**src/rtl/btb_ctrl.sv**
```systemverilog
`default_nettype none
// ============================================================================
// Module      : btb_ctrl
// Description : Controller for a direct-mapped Branch Target Buffer that sits
//               in front of a single-port array (one access per cycle).
//               - After reset or on flush_req, it sweeps the array and
//                 invalidates every entry, then pulses flush_done.
//               - It serves fetch lookups. The response arrives one cycle
//                 after acceptance: the predicted target on a hit, otherwise
//                 pc+4.
//               - It queues resolved-branch updates in a 2-deep FIFO and
//                 drains them into the array when the port is free. A full
//                 FIFO takes the port ahead of lookups.
// Ports       : clk, rst                 - clock, synchronous active-high reset
//               lk_valid/lk_pc/lk_ready  - fetch lookup request handshake
//               rsp_valid/hit/target     - lookup response (one cycle later)
//               upd_valid/pc/target/taken, upd_ready - update enqueue
//               flush_req/flush_done     - invalidate-all request / done pulse
//               arr_*                    - single-port BTB array interface
// Revision    : 1.0 - initial release
// ============================================================================
module btb_ctrl #(
    parameter int ENTRIES = 4,
    parameter int IDXW    = 2
) (
    input  logic               clk,
    input  logic               rst,
    // fetch lookup
    input  logic               lk_valid,
    input  logic [31:0]        lk_pc,
    output logic               lk_ready,
    output logic               rsp_valid,
    output logic               rsp_hit,
    output logic [31:0]        rsp_target,
    // resolved-branch update
    input  logic               upd_valid,
    input  logic [31:0]        upd_pc,
    input  logic [31:0]        upd_target,
    input  logic               upd_taken,
    output logic               upd_ready,
    // invalidate-all
    input  logic               flush_req,
    output logic               flush_done,
    // array port
    output logic               arr_en,
    output logic               arr_we,
    output logic [IDXW-1:0]    arr_idx,
    output logic               arr_wvalid,
    output logic [29-IDXW:0]   arr_wtag,
    output logic [31:0]        arr_wtgt,
    input  logic               arr_rvalid,
    input  logic [29-IDXW:0]   arr_rtag,
    input  logic [31:0]        arr_rtgt
);

    localparam int              TAGW     = 30 - IDXW;
    localparam logic [IDXW-1:0] LAST_IDX = IDXW'(ENTRIES - 1);

    typedef enum logic [0:0] {
        ST_FLUSH = 1'b0,
        ST_RUN   = 1'b1
    } state_t;

    // ------------------------------------------------------------------
    // State
    // ------------------------------------------------------------------
    state_t            state_q;
    logic [IDXW-1:0]   widx_q;
    logic              flush_done_q;

    // Update FIFO: two slots addressed by a read pointer plus an occupancy count.
    logic [31:0]       fifo_pc_q  [2];
    logic [31:0]       fifo_tgt_q [2];
    logic              fifo_tkn_q [2];
    logic              rd_ptr_q;
    logic [1:0]        count_q;
    logic [1:0]        count_d;

    // Lookup response context, captured at acceptance
    logic              rsp_valid_q;
    logic [TAGW-1:0]   rsp_tag_q;
    logic [31:0]       rsp_pc_q;

    // ------------------------------------------------------------------
    // Arbitration
    // ------------------------------------------------------------------
    logic              fifo_full;
    logic              fifo_empty;
    logic              run_ok;
    logic              do_sweep;
    logic              do_drain;
    logic              do_lookup;
    logic              do_enq;
    logic              wr_ptr;
    logic [31:0]       head_pc;
    logic [31:0]       head_tgt;
    logic              head_tkn;
    logic              unused_head_lsbs;

    assign fifo_full  = (count_q == 2'd2);
    assign fifo_empty = (count_q == 2'd0);

    // rst is folded in so that no array access or handshake is seen while
    // the block is held in reset.
    assign run_ok   = !rst && (state_q == ST_RUN) && !flush_req;
    assign do_sweep = !rst && (state_q == ST_FLUSH) && !flush_req;

    assign lk_ready  = run_ok && !fifo_full;
    assign upd_ready = run_ok && !fifo_full;

    // A full FIFO takes the port first so lookups cannot starve updates.
    // Otherwise lookups win and the FIFO drains in idle cycles.
    assign do_lookup = lk_ready && lk_valid;
    assign do_drain  = run_ok && (fifo_full || (!lk_valid && !fifo_empty));
    assign do_enq    = upd_ready && upd_valid;

    assign head_pc  = fifo_pc_q[rd_ptr_q];
    assign head_tgt = fifo_tgt_q[rd_ptr_q];
    assign head_tkn = fifo_tkn_q[rd_ptr_q];

    // PC bits [1:0] carry no index or tag information.
    assign unused_head_lsbs = ^head_pc[1:0];

    // The free slot is the one after the head when a single entry is queued.
    // On an enqueue with a simultaneous dequeue at count 1, this slot becomes
    // the new head.
    assign wr_ptr = rd_ptr_q ^ (count_q == 2'd1);

    always_comb begin
        count_d = count_q;
        case ({do_enq, do_drain})
            2'b10:   count_d = count_q + 2'd1;
            2'b01:   count_d = count_q - 2'd1;
            default: count_d = count_q;
        endcase
    end

    // ------------------------------------------------------------------
    // Array port mux (at most one access per cycle)
    // ------------------------------------------------------------------
    always_comb begin
        arr_en     = 1'b0;
        arr_we     = 1'b0;
        arr_idx    = '0;
        arr_wvalid = 1'b0;
        arr_wtag   = '0;
        arr_wtgt   = '0;
        if (do_sweep) begin
            arr_en  = 1'b1;
            arr_we  = 1'b1;
            arr_idx = widx_q;
        end else if (do_drain) begin
            arr_en     = 1'b1;
            arr_we     = 1'b1;
            arr_idx    = head_pc[IDXW+1:2];
            arr_wtag   = head_pc[31:IDXW+2];
            arr_wtgt   = head_tgt;
            // A not-taken resolution clears the entry rather than training it.
            arr_wvalid = head_tkn;
        end else if (do_lookup) begin
            arr_en  = 1'b1;
            arr_idx = lk_pc[IDXW+1:2];
        end
    end

    // ------------------------------------------------------------------
    // Control FSM: invalidate sweep / run
    // ------------------------------------------------------------------
    always_ff @(posedge clk) begin
        if (rst) begin
            state_q      <= ST_FLUSH;
            widx_q       <= '0;
            flush_done_q <= 1'b0;
        end else begin
            flush_done_q <= 1'b0;
            if (flush_req) begin
                // Any request (including one arriving mid-sweep) restarts from
                // index 0, so flush_done only follows a complete sweep.
                state_q <= ST_FLUSH;
                widx_q  <= '0;
            end else if (state_q == ST_FLUSH) begin
                if (widx_q == LAST_IDX) begin
                    state_q      <= ST_RUN;
                    widx_q       <= '0;
                    flush_done_q <= 1'b1;
                end else begin
                    widx_q <= widx_q + IDXW'(1);
                end
            end
        end
    end

    // ------------------------------------------------------------------
    // Update FIFO and response tracking
    // ------------------------------------------------------------------
    always_ff @(posedge clk) begin
        if (rst) begin
            rd_ptr_q    <= 1'b0;
            count_q     <= 2'd0;
            rsp_valid_q <= 1'b0;
            rsp_tag_q   <= '0;
            rsp_pc_q    <= '0;
        end else begin
            // A response already in flight completes even across a flush,
            // because do_lookup is only suppressed for the new request.
            rsp_valid_q <= do_lookup;
            if (do_lookup) begin
                rsp_tag_q <= lk_pc[31:IDXW+2];
                rsp_pc_q  <= lk_pc;
            end
            if (flush_req) begin
                rd_ptr_q <= 1'b0;
                count_q  <= 2'd0;
            end else begin
                if (do_drain) begin
                    rd_ptr_q <= ~rd_ptr_q;
                end
                count_q <= count_d;
            end
        end
    end

    // Payload storage needs no reset: the occupancy count qualifies it.
    always_ff @(posedge clk) begin
        if (do_enq) begin
            fifo_pc_q[wr_ptr]  <= upd_pc;
            fifo_tgt_q[wr_ptr] <= upd_target;
            fifo_tkn_q[wr_ptr] <= upd_taken;
        end
    end

    // ------------------------------------------------------------------
    // Outputs
    // ------------------------------------------------------------------
    assign rsp_valid  = rsp_valid_q;
    assign rsp_hit    = rsp_valid_q && arr_rvalid && (arr_rtag == rsp_tag_q);
    assign rsp_target = !rsp_valid_q ? '0 :
                        rsp_hit      ? arr_rtgt : (rsp_pc_q + 32'd4);
    assign flush_done = flush_done_q;

endmodule
`default_nettype wire
```
**config.mk**
```make
export PLATFORM = sky130hd
export DESIGN_NAME = btb_ctrl
export DESIGN_NICKNAME = d
export VERILOG_FILES = /design/src/rtl/btb_ctrl.sv
export SDC_FILE = /design/constraint.sdc
export NUM_CORES = 1
export LEC_CHECK = 0
export BUFFER_PORTS_ARGS = -buffer_cell sky130_fd_sc_hd__buf_2
export CAP_MARGIN = 0
export CELL_PAD_IN_SITES_DETAIL_PLACEMENT = 1
export CELL_PAD_IN_SITES_GLOBAL_PLACEMENT = 1
export CORE_ASPECT_RATIO = 1.1
export CORE_MARGIN = 3
export CORE_UTILIZATION = 39
export CTS_CLUSTER_DIAMETER = 50
export DETAILED_ROUTE_END_ITERATION = 8
export HOLD_SLACK_MARGIN = 0.03
export PLACE_DENSITY_LB_ADDON = 0.1
export SYNTH_ARGS = -nofsm -noshare
export SYNTH_HDL_FRONTEND = slang
export SYNTH_SLANG_ARGS = --single-unit
export TNS_END_PERCENT = 1
```
**constraint.sdc**
```tcl
create_clock -name clk -period 5.65 [get_ports clk]
set_input_delay 0.2825 -clock clk [delete_from_list [all_inputs] [get_ports clk]]
set_output_delay 0.2825 -clock clk [all_outputs]
set_load 0.02 [all_outputs]
```
; Word level (Yosys, flattened, before mapping)
; Memories as Yosys holds them, arrays and structs flattened. A register that Yosys moved wholly into a read port is not among the register bits.
; Index checks and enable logic that the tools add are counted.
[word_totals]
register_bits = 68
ram_bits = 130
inputBits = 163
out_inout_bits = 102
elab_cells = 73
mem_count = 3
[mem_list]
columns = name, words, word_bits, rd, rd_ports_with_merged_regs, write_ports, line_no
row1 = fifo_pc_q, 2, 32, 1, 1, 1, 72  ; logic [31:0] fifo_pc_q [2];
row2 = fifo_tgt_q, 2, 32, 1, 1, 1, 73  ; logic [31:0] fifo_tgt_q [2];
row3 = fifo_tkn_q, 2, 1, 1, 1, 1, 74  ; logic fifo_tkn_q [2];
[classes]
addsub = 4
eq_ne = 6
n_mux = 28
bitwise = 3
n_reduce_logical = 21
[ops]
columns = cell, n
row1 = 32-bit two-way mux, 4
row2 = 28-bit two-way mux, 2
row3 = "32-bit by 3-bit adder with 32-bit output, second input constant", 1
row4 = 28-bit equality test, 1
row5 = 1-bit two-way mux, 17
row6 = 1-bit logical AND, 11
row7 = 2-bit two-way mux, 4
row8 = "2-bit equality test, second input constant", 3
row9 = 1-bit zero test, 5
row10 = "2-bit by 1-bit adder with 2-bit output, second input constant", 2
row11 = "2-bit by 1-bit equality test with 1-bit output, second input constant", 2
row12 = 2-bit one-hot mux with 2 select lines, 1
row13 = 3-bit OR reduction, 1
row14 = 2-bit zero test, 1
row15 = 1-bit inverter, 2
row16 = 2-bit nonzero test, 1
row17 = 2-bit OR reduction, 1
row18 = "2-bit by 1-bit subtractor with 2-bit output, second input constant", 1
row19 = 1-bit logical OR, 1
row20 = 1-bit XOR, 1

; Longest topological paths before layout
; Gate-level depths: netlist (run 1).
[logic_depth]
depth_word = 8
ltp_mapped = 11
depth_no_buf = 9

; Worst setup path after synthesis (run 1)
; Ideal clock, no wire load.
[synth_path]
path_kind = in2reg
startpoint = input rst
endpoint = memory fifo_pc_q[1][10] (enable)
setup_time_ns = 0.484
t_arrival_ns = 4.087
t_required_ns = 5.166
slack_ns = 1.079
cell_stages = 6
n_path_buf = 2
path_cell_list = clkbuf_1 or2_1 clkbuf_1 nor3b_2 nand2_1 nor2_1
[synth_via]
elab_chain_cells = 7
[synth_lines]
columns = element, line_no
row1 = from (decl), 27  ; input logic rst,
row2 = 1-bit zero test, 105  ; assign run_ok = !rst && (state_q == ST_RUN) && !flush_req;
row3 = 1-bit logical AND (2 in series), 105
row4 = 1-bit logical AND, --
row5 = net lk_ready, 31  ; output logic lk_ready,
row6 = 1-bit logical AND, 115  ; assign do_enq = upd_ready && upd_valid;
row7 = 1-bit two-way mux, 225  ; if (do_enq) begin
row8 = 1-bit two-way mux (not written as such), 226  ; fifo_pc_q[wr_ptr] <= upd_pc;
row9 = to (decl), 72
; The timed path passes the listed nets, and every way through them passes these cells.

; Worst setup path in the final report (run 1)
[layout_path]
startpoint = register rsp_tag_q[3]
endpoint = output rsp_target[0]
[layout_via]
elab_chain_cells = 4
[layout_lines]
columns = element, line_no
row1 = from (decl), 81  ; logic [TAGW-1:0] rsp_tag_q;
row2 = from (signal assigned), 208  ; rsp_tag_q <= lk_pc[31:IDXW+2];
row3 = 28-bit equality test, 236  ; assign rsp_hit = rsp_valid_q && arr_rvalid && (arr_rtag == rsp_tag_q);
row4 = 1-bit logical AND, 236
row5 = 32-bit two-way mux, 238  ; rsp_hit ? arr_rtgt : (rsp_pc_q + 32'd4);
row6 = 32-bit two-way mux, 237  ; assign rsp_target = !rsp_valid_q ? '0 :
row7 = to (decl), 34  ; output logic [31:0] rsp_target,
; No other way between the ends.

==> metrics, run 1 <==
Synth top area share 0.4758; crit end category output pin; initial antenna violation count 2; largest net degree at the start of global routing 53; worst vdd ir 0.0002108 V; setup TNS 0 ns; Max Fclk 284.4 MHz; # DRC 0; Post-DP HPWL between 15,000 and 20,000 um; crit share post-route 0.6223; ANT nets after route 0; first-pass GRT wire length approximately 34,000 um; Synth Flop Type edfxtp_1; die area ~0.022 sq mm; outcome finished clean; Placer Congestion 0.8067; clock root buffer clkbuf_16; Area contributors post-synth edfxtp_1 48%, mux2i_1 10%, dfxtp_1 10%; Seq cells post-synth 167; worst min path class input port to register; Hold Fails Final Rpt 0; Core ar. 0.01993 sq mm; number of synthesized flops with an enable pin 126; Clock Path Buffers 2; vias in the first global route 6,404; FP Rows 54; clock-pin slew on the worst setup and hold paths 0.07 ns; area delta synth->final 31.17%; Worst Skew 0.01275 ns; area leader, netlist edfxtp_1; P_leak 3.905 nW; CTS resizes 0; synthesized net count 893; overall routing resource usage 0.1936; Die W 142.1 um; layout cells sized above 1 0.3085; Req. time, crit path 5.37 ns; count leader, synth edfxtp_1; CTS Buf Count 17; Port Buffers 262; crit-path max FO 20; Slew HR 0.3292; Compound-Gate Fraction of Synth Area 0.04563; CTS Sinks 167; actual transition at the worst max-transition pin between 1 and 1.5 ns; vias per cell 4.967; Die Ht 155.8 um; Pwr Total 2.670 mW; Synth top cells by count 126 x edfxtp_1, 120 x nand2_1, 83 x mux2i_1, 82 x nor2_1, 48 x a21oi_1; drt pass-1 iters 4; DRT iter0 DRCs about 250; XOR/XNOR Fraction of Synth Area 0.06609; RSZ-0062 raised after global routing false; CTS tree built; Seq/Total Area, Yosys 0.5791; Gate Count Post-Synth 725; Critical Path AT ~3.2 ns; I/O pins 265; Skew-Pair Late Insertion Delay 0.43 ns; total number of vias approximately 6,300; total grt overflow 0; mux share of post-synthesis cell area 0.1045; initial core utilization 0.3989; area of the mapped netlist 0.007951 sq mm; critical path type register to output pin; Post-synth ARST share 0; adder-cell share of the synthesized area 0.007868; Final Max Tran Viols 0; minimum clock period around 3.5 ns; syn_area_per_cell 10.97 sq um; crit start category register; Post-layout nets approximately 1,200; total of warnings raised by yosys 0; Post-Synth Simple-Gate Area 0.1618; final setup vio count 0; wire length per cell 17.45 um; post-synth cell types 35; P per Cell Area ~260 mW/mm^2; htree depth 4; Max-Cap Viols 0; largest family of logic cells by synthesized area simple AND/OR/NAND/NOR gates; Detailed Route WL 22,000 um
layout by cell type (no fill, tap or decap), drive strengths merged, types with 2 or more instances in the layout:
| cell type | netlist | final |
|---|---|---|
| nor3 | 7 | 7 |
| and3 | 5 | 5 |
| or2 | 2 | 2 |
| inv | 6 | 14 |
| and4 | 4 | 4 |
| nand4 | 16 | 16 |
| o31ai | 12 | 12 |
| dlygate4sd3 | 0 | 37 |
| nor4 | 12 | 12 |
| clkbuf | 35 | 18 |
| or4 | 5 | 5 |
| nand2 | 120 | 120 |
| edfxtp | 126 | 126 |
| mux2i | 83 | 83 |
| clkinv | 0 | 2 |
| buf | 21 | 270 |
| a31oi | 2 | 2 |
| ha | 5 | 5 |
| xor2 | 26 | 26 |
| dfxtp | 41 | 41 |
| nor2 | 82 | 82 |
| nand3 | 14 | 14 |
| a21oi | 48 | 48 |
| nor4b | 2 | 2 |
| bufinv | 0 | 3 |
| xnor2 | 34 | 34 |
| or3 | 13 | 13 |
where the power goes:
| part | switching (mW) | internal [mW] |
|---|---|---|
| clock | 0.520 | 0.720 |
| combinational | 0.0470 | 0.0658 |
| sequential | 0.00102 | 1.32 |
state kept, by name, indices dropped and copies added, names as in the netlist, 2 cells and up, named ones only:
register / cells
rsp_tag_q: 28
fifo_pc_q: 60
count_q: 2
fifo_tkn_q: 2
rsp_pc_q: 4
fifo_tgt_q: 64
widx_q: 2
critical path: stages, from the launching register on:
cell	delay [ns]
dfxtp_1	0.50
xor2_1	0.17
nor4_1	0.29
nand4_1	0.61
nor4_4	0.44
buf_4	0.36
mux2i_1	0.24
buf_2	0.19
routing by layer:
layer | up-vias | track usage | wire length (um)
met1 | 2950 | 0.2343 | 9197
li1 | 3099 | - | -
met2 | 195 | 0.3409 | 11090
met3 | 16 | 0.05978 | 1532
met5 | - | 0 | 25
met4 | 4 | 0.03976 | 155
logic make-up after synthesis:
group / after synthesis
compound gates: 64
xor+xnor: 60
fa+ha+maj: 5
buf+inv: 62
flops: 167
mux: 83
simple gates: 284
final cells by class:
class	instances	area [sq um]
multi-input cells	496	3103
diodes	1	2.502
clock inverters	14	207.7
inverters	6	22.52
clock buffers	18	429.2
repair buffers	307	1742
flip-flops and latches	167	4608
fillers	2254	9502
well taps	252	315.3
path summary, 6_finish.rpt:
kind,end,startpoint,slack (ns),cells past startpoint
max,rsp_target[0],rsp_tag_q[3],2.13,7
min reg2reg,rsp_pc_q[1],rsp_pc_q[1],0.47,2
min,fifo_tgt_q[1][5],upd_target[5],0.05,1
max reg2reg,fifo_pc_q[1][16],count_q[0],2.71,6
repair_timing:
item / CTS / global route
endpoints found under the hold margin: 32 / 38
hold buffers: 17 / 20
buffers inserted: 0 / 0
per-stage QoR:
| stage | cells | area, sq um | hold slack, ns | util | setup WS, ns |
|---|---|---|---|---|---|
| after floorplan | 725 | 7951 | 0.3814 | - | 1.079 |
| after global placement | 1191 | 9420 | 0.4466 | 0.4726 | 2.346 |
| after detailed placement | 1191 | 9420 | 0.4602 | 0.4726 | 2.317 |
| after CTS | 1240 | 10230 | 0.03052 | 0.5131 | 2.103 |
| after global routing | 1260 | 10430 | 0.03009 | 0.5232 | 1.864 |
| final | 1261 | 10430 | 0.04873 | 0.5233 | 2.134 |
No activity file was read; power rests on OpenSTA's default activity.
==> run 2, diff against run 1 <==
- CORE_UTILIZATION: 39 -> 35
- clock period: 5.65 -> 2.95 ns (I/O delays scaled with it)
==> metrics, run 2 (same netlist as run 1, synthesis figures left out) <==
Min-Delay Startpoint flush_req; die area 0.02456 sq mm; P per Cell Area 442.1 mW/mm^2; initial core utilization 0.3585; met1 Usage GRT 0.2295; filler instances 2,489; vias in the first global route between 6,000 and 7,000; commonest non-fill, non-tap cell in the layout buf_2; met3 Use GR 0.05022; Die Ht 164.1 um; crit start category register; worst min path class input port to register; Die W 149.7 um; overall routing resource usage 0.1935; diode count 0; htree depth 4; vias per cell 4.783; critical path type register to output pin; crit-path max FO 12; Slew HR 0.5328; Critical Path AT 2.70 ns; total number of vias 6,606; CTS Sinks 167; Skew-Pair Late Insertion Delay roughly 0.43 ns; Post-layout nets 1,241; hold-critical path endpoint flush_done; CTS Buf Count 17; clock-pin slew on the worst setup and hold paths around 0.070 ns; I/O pins 265; FP Rows 57; Multi-input gate area approximately 0.0031 sq mm; DRT iter0 DRCs 184; Detailed Route WL 24,180 um; crit share post-route 0.9646; initial antenna violation count 1; P_leak 4.254 nW; worst-case reg-to-reg path depth 5; Crit Reg-Reg Startpoint count_q[0]; most frequent cells in the layout 262 x buf_2, 126 x edfxtp_1, 120 x nand2_1; worst vdd ir 0.0003565 V; crit end category output pin; Req. time, crit path around 2.8 ns; final setup vio count 0; Max-Cap Viols 0; met2 Usage GRT 0.3477; Core ar. 0.02218 sq mm; layout cells sized above 1 0.3149; clock root buffer clkbuf_16; Placer Congestion 0.8749; WHS Path Cells 3; outcome finished clean; total grt overflow 0; largest net degree at the start of global routing 53; RR Endpoint fifo_pc_q[0][23]; Port Buffers between 200 and 300; minimum clock period 2.846 ns; Largest register FFs 64; flip-flop and latch area 0.004618 sq mm; actual transition at the worst max-transition pin 0.7004 ns; Max Fclk 351.4 MHz; Clock Path Buffers 2; Post-DP HPWL 17,210 um; first-pass GRT wire length 37,140 um; area delta synth->final 41.43%; setup ws final 0.1044 ns; Hold Fails Final Rpt 0; CTS tree built; worst reg-to-reg setup slack 0.80 ns; hold_ws 0.1554 ns; Worst Skew roughly 0.017 ns; Largest regs fifo_tgt_q: 64 flops, fifo_pc_q: 60 flops, rsp_tag_q: 28 flops; wire length per cell 17.51 um; # DRC 0; drt pass-1 iters 4; Pwr Total about 5 mW; Biggest register fifo_tgt_q; Final Max Tran Viols 0; ANT nets after route 0; pre-CTS WS approximately 0.40 ns; busiest grt layer met2
## run 2: cell types whose count changed in the layout (fill, tap and decap cells not counted), moves of 3 or more
cell	before	now
dlygate4sd3_1	37	95
buf_4	8	23
dfxtp_1	40	32
dfxtp_2	0	8
buf_12	0	5
bufinv_16	3	0
inv_6	5	2
inv_8	3	6
## run 2: worst max-delay path: stages (launching register included)
cell and delay [ns]:
dfxtp_1 0.46, xor2_1 0.14, nor4_1 0.35, nand4_1 0.14, buf_4 0.19, or4_4 0.62, a21oi_1 0.19, buf_2 0.19
## run 2: cell type report
cell class,count,area share
clock inverter,15,0.01368
timing repair buffer,385,0.2254
multi-input combinational,496,0.2776
tap,295,0.03282
clock buffer,17,0.03783
inverter,6,0.002003
sequential,167,0.4107
## run 2: how the worst max path moves through the flow
stage	from	endpoint	slack (ns)	cells past startpoint
global route	rsp_tag_q[9]	rsp_target[20]	-0.007	8
detailed placement	rsp_tag_q[10]	rsp_target[30]	0.40	6
floorplan	rst	fifo_pc_q[0][10]	-0.26	5
global placement	rsp_tag_q[22]	rsp_target[28]	0.43	6
CTS	rsp_tag_q[20]	rsp_target[0]	0.001	7
finish	rsp_tag_q[24]	rsp_target[20]	0.10	7
## run 2: routing by layer
layer  share of wire  wire [um]
met4           0.013        308
met1            0.41       9820
met3           0.063       1521
met5         0.00054         13
met2            0.52      12510
## run 2: repair_timing
item | CTS | global route
hold endpoints to repair | 158 | 0
setup buffers | 0 | 2
resized for setup | 2 | 8
gates cloned | 0 | 0
setup endpoints to repair | 11 | 32
hold buffers | 95 | 0
pin swaps | 1 | 2
## run 2: through the flow
| step | instances | setup TNS, ns | cell area [sq um] | utilization |
|---|---|---|---|---|
| floorplan | 725 | -16.11 | 7959 | - |
| global placement | 1252 | 0 | 9673 | 0.4361 |
| detailed placement | 1252 | 0 | 9673 | 0.4361 |
| CTS | 1379 | 0 | 11210 | 0.5055 |
| global route | 1381 | -0.01377 | 11250 | 0.5070 |
| finish | 1381 | 0 | 11250 | 0.5070 |
## run 2: where the power goes
part | internal [mW] | leakage, nW | switching (mW)
registers | 2.52 | 1.47 | 0.00203
clock network | 1.13 | 0.279 | 1.03
logic | 0.178 | 2.51 | 0.109
